File: config.mk
export PLATFORM = sky130hd
export DESIGN_NAME = sdram_host_bridge32
export DESIGN_NICKNAME = d
export VERILOG_FILES = /design/src/rtl/sdram_host_bridge32.sv
export SDC_FILE = /design/constraint.sdc
export NUM_CORES = 1
export LEC_CHECK = 0
export ABC_AREA = 1
export CAP_MARGIN = 30
export CORE_MARGIN = 1
export CORE_UTILIZATION = 49
export DETAILED_ROUTE_END_ITERATION = 12
export HOLD_SLACK_MARGIN = 0.1
export PLACE_DENSITY = 0.85
export SLEW_MARGIN = 0
export SYNTH_ARGS = -nofsm -noshare
export SYNTH_HDL_FRONTEND = slang
export SYNTH_SLANG_ARGS = --single-unit
File: constraint.sdc
create_clock -name clk -period 4.81 [get_ports clk]
set_input_delay 0.962 -clock clk [delete_from_list [all_inputs] [get_ports clk]]
set_output_delay 0.962 -clock clk [all_outputs]
set_load 0.01 [all_outputs]
File: src/rtl/sdram_host_bridge32.sv
// rtl/sdram_host_bridge32.sv - splits 32-bit host accesses into two 16-bit SDRAM controller requests
module sdram_host_bridge32 #(
   parameter int AW = 24,
   parameter int DW = 16
) (
   input  logic          clk,
   input  logic          rst_n,
   input  logic          host_req,
   input  logic          host_we,
   input  logic [AW-2:0] host_addr,
   input  logic [31:0]   host_wdata,
   input  logic [3:0]    host_be,
   output logic          host_ready,
   output logic          host_rvalid,
   output logic [31:0]   host_rdata,
   output logic          bus_read,
   output logic          bus_write,
   output logic [AW-1:0] bus_addr,
   output logic          bus_burst,
   output logic [2:0]    bus_burst_len,
   output logic [DW-1:0] bus_wdata,
   output logic [1:0]    bus_byteenable,
   input  logic          bus_ready,
   input  logic          bus_rvalid,
   input  logic [DW-1:0] bus_rdata
);

   typedef enum logic [1:0] {IDLE, LO, HI, RWAIT} state_t;

   state_t        state, state_nxt;
   logic          we_q;
   logic [AW-2:0] addr_q;
   logic [31:0]   wdata_q;
   logic [3:0]    be_q;
   logic [1:0]    rcnt;
   logic [DW-1:0] rlo_q;
   logic          accept, rv_take, rv_last;

   assign host_ready    = (state == IDLE);
   assign accept        = host_req && host_ready;
   // Returns can land while HI is still stalled, so count in every busy read state.
   assign rv_take       = bus_rvalid && (state != IDLE) && !we_q;
   assign rv_last       = rv_take && (rcnt == 2'd1);
   assign bus_burst     = 1'b0;
   assign bus_burst_len = 3'b000;

   always_ff @(posedge clk or negedge rst_n) begin
      if (!rst_n) state <= IDLE;
      else        state <= state_nxt;
   end

   // Bus outputs are decoded from state and captured request, so they hold while stalled.
   always_comb begin
      state_nxt      = state;
      bus_read       = 1'b0;
      bus_write      = 1'b0;
      bus_addr       = '0;
      bus_wdata      = '0;
      bus_byteenable = 2'b00;
      case (state)
         IDLE: begin
            if (accept) begin
               if (!host_we || (host_be[1:0] != 2'b00)) state_nxt = LO;
               else if (host_be[3:2] != 2'b00)          state_nxt = HI;
            end
         end
         LO: begin
            bus_read       = !we_q;
            bus_write      = we_q;
            bus_addr       = {addr_q, 1'b0};
            bus_wdata      = wdata_q[15:0];
            bus_byteenable = we_q ? be_q[1:0] : 2'b11;
            if (bus_ready) begin
               if (we_q && (be_q[3:2] == 2'b00)) state_nxt = IDLE;
               else                             state_nxt = HI;
            end
         end
         HI: begin
            bus_read       = !we_q;
            bus_write      = we_q;
            bus_addr       = {addr_q, 1'b1};
            bus_wdata      = wdata_q[31:16];
            bus_byteenable = we_q ? be_q[3:2] : 2'b11;
            if (bus_ready) state_nxt = we_q ? IDLE : RWAIT;
         end
         RWAIT: begin
            if (rv_last) state_nxt = IDLE;
         end
         default: state_nxt = IDLE;
      endcase
   end

   // Low half is staged so host_rdata only changes when a full read completes.
   always_ff @(posedge clk or negedge rst_n) begin
      if (!rst_n) begin
         we_q        <= 1'b0;
         addr_q      <= '0;
         wdata_q     <= '0;
         be_q        <= '0;
         rcnt        <= '0;
         rlo_q       <= '0;
         host_rdata  <= '0;
         host_rvalid <= 1'b0;
      end else begin
         host_rvalid <= rv_last;
         if (accept) begin
            we_q    <= host_we;
            addr_q  <= host_addr;
            wdata_q <= host_wdata;
            be_q    <= host_be;
         end
         if (rv_last) begin
            rcnt       <= '0;
            host_rdata <= {bus_rdata, rlo_q};
         end else if (rv_take) begin
            rcnt  <= rcnt + 2'd1;
            rlo_q <= bus_rdata;
         end
      end
   end

endmodule

# == Word level (Yosys, flattened, before mapping) ==
# Index checks and enable logic that the tools add are counted.
# word_totals
inputBits,81
output_inout_bits,82
word_cells,55
regBits,113
# classes
addsub,1
bitwise_logic,1
mux,18
eq_ne,9
n_reduce_logical,17
# op_table
cell,n
case mux 24 bit (2 select lines),1
case mux 16 bit (2 select lines),1
two-way mux 2 bit,12
case mux 2 bit (4 select lines),1
nonzero test 2 bit,4
inequality test 2 bit (second input constant),3
logical AND 1 bit,5
AND reduction 5 bit,1
== test 2 x 1 -> 1 bit (second input constant),2
== test 2 bit (second input constant),2
zero test 2 bit,2
case mux 2 bit (2 select lines),1
inequality test 3 x 1 -> 1 bit (second input constant),1
adder 2 x 1 -> 2 bit (second input constant),1
zero test 1 bit,2
two-way mux 1 bit,2
inequality test 2 x 1 -> 1 bit (second input constant),1
AND reduction 2 bit,1
OR reduction 2 bit,1
logical OR 1 bit,1
inverter 1 bit,1

# == Depth between registers and ports, before layout ==
# Gate-level depths: netlist of run 1.
# depth
word_depth,6
ltp_mapped,9
ltp_nobuf,8

# == Worst setup path after synthesis of run 1 ==
# No wires, ideal clock.
# synth_path
kind,reg2out
from,register state[0]
to,output port bus_wdata[10]
arrival_time_ps,1433
required_time_ps,3848
n_path_buf,2
slack_ps,2415
stages_incl_launch_ff,7
path_cell_list,dfrtp_1 -> inv_1 -> ha_1 -> buf_2 -> clkbuf_1 -> nand2_1 -> a21oi_1
# synth_between
elab_chain_len,2
# synth_rtl
element,line,source
start: declaration,30,"state_t state, state_nxt;"
start signal: assignment,49,else state <= state_nxt;
== test 2 bit or == test 2 x 1 -> 1 bit (tied branches),60,case (state)
case mux 16 bit (2 select lines) (*),60,
end: declaration,21,"output logic [DW-1:0] bus_wdata,"
# Mark *: on every way between the ends. The rest lies on a longest branch, timed or not.

# == Final worst setup path of run 1 ==
# layout_path
from,register state[0]
to,output port bus_byteenable[0]
# layout_between
elab_chain_len,2
# layout_rtl
element,line,source
== test 2 bit or == test 2 x 1 -> 1 bit (tied branches),60,
case mux 2 bit (2 select lines) (*),60,
end: declaration,22,"output logic [1:0] bus_byteenable,"
# Marked as above.

==> results of run 1 <==
==> kinds of logic (layout without fill, tap and decap cells) <==
| kind of cell | after synthesis | count (layout) |
|---|---|---|
| compound gates | 84 | 84 |
| xor+xnor | 1 | 1 |
| fa+ha+maj | 6 | 6 |
| buf+inv | 80 | 245 |
| flops | 113 | 113 |
| mux | 36 | 36 |
| other cells | 1 | 4 |
| simple gates | 188 | 188 |
==> per-layer routing <==
metal / share of wire, % / wire [µm] / vias to the layer above / global-route usage [%]
met1: 41 / 4870 / 1943 / 29.1
met5: 0 / 0 / - / 0
met2: 51 / 5990 / 116 / 40.1
li1: - / - / 1902 / -
met4: 2.1 / 246 / 0 / 8.46
met3: 5.6 / 663 / 22 / 7.11
==> cells in the mapped netlist, drive strengths merged <==
cell type,instances
clkinv,2
a21oi,46
dfrtp,113
o21a,1
inv,48
mux2,36
nand3,5
ha,6
buf,23
nor2,57
nand2,125
conb,1
or2,1
o21ai,37
clkbuf,7
xor2,1
==> flip-flops by register name (all words and copies together), names as in the netlist <==
register	count
host_rdata	32
we_q	1
wdata_q	32
addr_q	23
rlo_q	16
be_q	4
host_rvalid	1
state	2
rcnt	2
==> power groups by stage <==
| stage | sequential [mW] | combinational (mW) | clock [mW] |
|---|---|---|---|
| after detailed placement | 1.60 | 1.94 | 0 |
| after floorplan | 1.60 | 1.03 | 0 |
| after CTS | 1.60 | 1.96 | 1.27 |
| after global routing | 1.65 | 2.13 | 1.32 |
| final | 1.60 | 1.94 | 1.25 |
| after global placement | 1.59 | 1.88 | 0 |
==> worst paths after layout <==
| kind | end |
|---|---|
| worst max-delay path | bus_byteenable[0] |
| worst max register to register | host_rdata[14] |
| max in group asynchronous | wdata_q[4] |
| worst min register to register | host_rdata[3] |
| min in group clk | host_rdata[3] |
| worst min-delay path | rlo_q[8] |
==> per-stage QoR <==
stage               cell area (µm²)  worst slack [ps]  power (mW)  util (%)
global placement               6500              1590        3.47      66.9
finish                         7140              1010        4.80      73.4
detailed placement             6500              1540        3.55      66.9
global route                   7140               745        5.11      73.4
floorplan                      4900              2420        2.63         -
CTS                            7110               985        4.83      73.1
==> area by class of cell <==
cell class / count / area (µm²)
multi-input combinational: 319 / 1710
inverter: 50 / 188
clock buffer: 18 / 428
clock inverter: 14 / 180
tap: 133 / 166
sequential: 113 / 2830
fill: 709 / 2590
timing repair buffer: 163 / 1640
==> worst max-delay path, stage by stage, from the launching register on <==
cell,delay (ps)
dfrtp_1,420
inv_1,140
ha_1,690
o21ai_0,260
a21oi_1,250
clkdlybuf4s50_1,580
==> impl_metrics.csv, run 1 <==
group,metric,value,unit
cts,cts_hold_buf,0,
pwr,switching_share,33.9,%
pwr,switchingPower,1.63,mW
synth,synthTopCellsByArea,"dfrtp_1, nand2_1, mux2_2",
setup_path,path_max_fanout,21,
timing,timing.final.crit_period,3800,ps
synth,synth_top_area_share,57.9,%
routing,drt_first_pass_iters,4,
synth,synthSimpleGateAreaFrac,14.8,%
cts,numClockSinks,113,
synth,yosys.area_share.xor_xnor,0.179,%
die,core,0.00973,mm²
routing,vias,3983,
cts,clk_pin_slew,60,ps
pwr,clock_power_share,26.2,%
synth,ys_types,24,
timing,clock-skew-final,16.9,ps
global_route,grt_pass1_vias,4016,
setup_path,worstPathRequired,3850,ps
pwr,leakage,3.34,nW
synth,syn-cell-area,0.00489,mm²
synth,ys_warn_count,0,
finish,layout_commonest_cell,"clkdlybuf4s50_1",
synth,synth_mux_area_share,8.29,%
pwr,power_density,672,mW/mm²
synth,synth_compound_area_share,9.88,%
timing,fmax,263,MHz
global_route,grt-ovfl-total,0,
routing,postRouteAntennaNets,0,
global_route,grt_usage,23.7,%
synth,syn_avg_cell_area,9.60,µm²
timing,rsz0062_at_grt,"false",
pwr,comb_power_share,40.4,%
placement,dpl.cell_count,777,
finish,fin_nets,751,
cts,clock_latency,500,ps
finish,areaGrowthSynthToFinish,46.1,%
timing,fin_tns_setup,0,ps
routing,drc,0,
cts,cts-root-buf,"clkbuf_8",
setup_path,cp-end-kind,"primary output",
routing,post_drt_wl_per_cell,14.5,µm
global_route,grt_pass1_wl,18800,µm
finish,mostFrequentLayoutCells,"clkdlybuf4s50_1, nand2_1, dfrtp_1, nor2_1, inv_1",
finish,instances_no_fill,810,
placement,hpwlAfterDp,8000,µm
pwr,seqPwrFrac,33.4,%
setup_path,worstPathArrival,2840,ps
synth,synth_seq_cells,113,
synth,yosysTopAreaCell,"dfrtp_1",
outcome,status,"completed",
min_path,hold_path.class,"input port to asynchronous set/reset pin",
finish,diodes,0,
setup_path,crit_start,"state[0]",
routing,drt_wl_total,11800,µm
global_route,antenna_found_initial,0,
timing,tightest_slew,997,ps
die,ios,163,
setup_path,critPathKind,"flip-flop to primary output",
routing,drtIter0Drc,101,
setup_path,worst_setup_path_start_kind,"flip-flop",
cts,post_cts_buffers,0,
routing,viasPerCell,4.92,
setup_path,rr_worst_depth,7,
timing,slew_headroom,33.3,%
cts,htree_num_levels,4,
run,drv_cap,0,
placement,place.gp.congestion,0.805,
synth,ys_seq_area_share,57.9,%
timing,period_share,79.0,%
finish,drive_above_1_share,13.9,%
synth,synth_top_family_by_area,"simple AND/OR/NAND/NOR gates",
cts,clockBufferDepth,2,
pwr,ir_drop,0.000377,V
placement,portBuffers,158,
die,rows,36,
pwr,p_int,3.17,mW
synth,synthCells,509,
timing,slew_viol_final,0,
cts,cts-buffers-inserted,17,
setup_path,timing.rr.start,"state[0]",
cts,cts_tree,"built",
synth,synth_adder_area_share,1.54,%
global_route,grt_max_degree,82,
timing,hold_viol,0,
timing,final-setup-viol-count,0,
die,fp.dieArea,0.0104,mm²
die,dieWidth,102,µm
timing,hold_ws,307,ps
cts,cts_resized,0,
setup_path,rrSetupSlack,2150,ps
die,die_y,102,µm
die,start_util,50.2,%
Note: power is estimated with default switching activity, not from simulation.
==> run 2, diff against run 1 <==
--- a/config.mk
+++ b/config.mk
@@ -8,10 +8,10 @@
 export ABC_AREA = 1
 export CAP_MARGIN = 30
 export CORE_MARGIN = 1
-export CORE_UTILIZATION = 49
+export CORE_UTILIZATION = 46
 export DETAILED_ROUTE_END_ITERATION = 12
 export HOLD_SLACK_MARGIN = 0.1
-export PLACE_DENSITY = 0.85
+export PLACE_DENSITY = 0.8
 export SLEW_MARGIN = 0
 export SYNTH_ARGS = -nofsm -noshare
 export SYNTH_HDL_FRONTEND = slang
==> constraint.sdc (replaced) <==
create_clock -name clk -period 3.68 [get_ports clk]
set_input_delay 0.736 -clock clk [delete_from_list [all_inputs] [get_ports clk]]
set_output_delay 0.736 -clock clk [all_outputs]
set_load 0.01 [all_outputs]
==> impl_metrics.csv, run 2 (same netlist as run 1, synthesis figures left out) <==
group,metric,value,unit
outcome,status,"completed",
routing,viasPerCell,4.81,
timing,clock-skew-final,5.56,ps
placement,placed_area,0.00658,mm²
pwr,leakage,3.35,nW
placement,portBuffers,158,
routing,drt_wl_total,11300,µm
run,drv_cap,0,
pwr,finalPower,6.28,mW
finish,final_util,69.6,%
setup_path,path_max_fanout,19,
finish,final_cell_area,0.00719,mm²
routing,post_drt_wl_per_cell,13.8,µm
cts,clockBufferDepth,2,
global_route,grt_usage,21.4,%
die,ios,163,
finish,top_regs,"host_rdata x32, wdata_q x32, addr_q x23",
cts,cts-buffers-inserted,17,
finish,instances_no_fill,817,
timing,tightest_slew,513,ps
timing,hold_ws,121,ps
timing,fin_tns_setup,0,ps
timing,slew_headroom,65.6,%
finish,drive_above_1_share,14.5,%
routing,drc,0,
cts,numClockSinks,113,
die,fp.dieArea,0.0110,mm²
global_route,antenna_found_initial,0,
setup_path,cp-end-kind,"primary output",
timing,rsz0062_at_grt,"false",
timing,final-setup-viol-count,0,
finish,areaGrowthSynthToFinish,47.1,%
finish,diodes,0,
placement,place.gp.congestion,0.793,
die,die_y,105,µm
finish,multi_input_area,0.00171,mm²
setup_path,rrSetupSlack,1650,ps
setup_path,max_stage_delay,570,ps
cts,htree_num_levels,4,
pwr,ir_drop,0.000405,V
setup_path,worstPathRequired,2940,ps
die,dieWidth,105,µm
placement,hpwlAfterDp,7920,µm
timing,slew_viol_final,0,
timing,period_share,91.3,%
finish,layout_commonest_cell,"clkdlybuf4s50_1",
timing,timing.final.crit_period,3360,ps
routing,drtIter0Drc,148,
placement,dpl.cell_count,785,
setup_path,worstPathArrival,2630,ps
setup_path,critPathKind,"flip-flop to primary output",
timing,hold_viol,0,
die,start_util,47.3,%
finish,n_fill_cell,796,
die,rows,37,
setup_path,worst_setup_path_start_kind,"flip-flop",
finish,fin_nets,755,
routing,vias,3926,
cts,cts_tree,"built",
placement,dpl_worst_slack,685,ps
cts,cts-root-buf,"clkbuf_8",
global_route,grt_pass1_vias,3923,
finish,mostFrequentLayoutCells,"clkdlybuf4s50_1, nand2_1, dfrtp_1, nor2_1, inv_1",
global_route,grt_max_degree,68,
die,core,0.0103,mm²
routing,postRouteAntennaNets,0,
cts,clk_pin_slew,60,ps
setup_path,cp_slowest_cell,"clkdlybuf4s50_1",
timing,fmax,298,MHz
setup_path,cp_cell_sequence,"inv_1 > ha_1 > clkinvlp_4 > a21oi_1 > clkdlybuf4s50_1",
pwr,power_density,874,mW/mm²
routing,drt_first_pass_iters,4,
global_route,grt-ovfl-total,0,
timing,timing.final.ws_setup,319,ps
min_path,hold_path.class,"input port to asynchronous set/reset pin",
cts,clock_latency,500,ps
finish,seq_area,0.00283,mm²
cts,post_cts_buffers,0,
global_route,grt_pass1_wl,18500,µm
[run 2: cell type report]
type                       instances  area share (%)
clock buffer                      18            5.95
clock inverter                    14            2.45
inverter                          50            2.66
multi-input combinational        319            23.9
sequential                       113            39.3
tap                              136            2.37
timing repair buffer             167            23.4
[run 2: routing by layer]
metal  wire [µm]  part of all wire, %  up-vias  global-route usage [%]
met3         683                  6.0       14                    6.55
li1            -                    -     1911                       -
met5           0                    0        -                       0
met1        4960                   44     1867                    27.2
met4         137                  1.2        0                    6.64
met2        5530                   49      134                    35.0
[run 2: path summary, 6_finish.rpt]
check	endpoint	depth (start not counted)	startpoint
setup / recovery	bus_wdata[4]	5	state[0]
hold / removal	rlo_q[9]	1	rst_n
setup reg to reg	be_q[3]	5	state[0]
hold reg to reg	host_rdata[9]	2	rlo_q[9]
max in group asynchronous	addr_q[21]	3	rst_n
min in group clk	host_rdata[9]	2	rlo_q[9]
[run 2: worst max-delay path: cells and delay by family, from the launching register on]
kind	cells	cell delay (ps)
buffers and inverters	3	1030
DFF	1	410
adders and majority gates	1	390
AOI/OAI and AO/OA	1	290
[run 2: what timing repair did]
action                                  in CTS  in global routing
hold buffers                                 0                  0
endpoints found under the setup margin       0                  1
resized for setup                            0                  1
[run 2: where the power goes]
part	internal [mW]	switching [mW]
sequential	1.81	0.279
combinational	1.30	1.25
clock	1.06	0.597
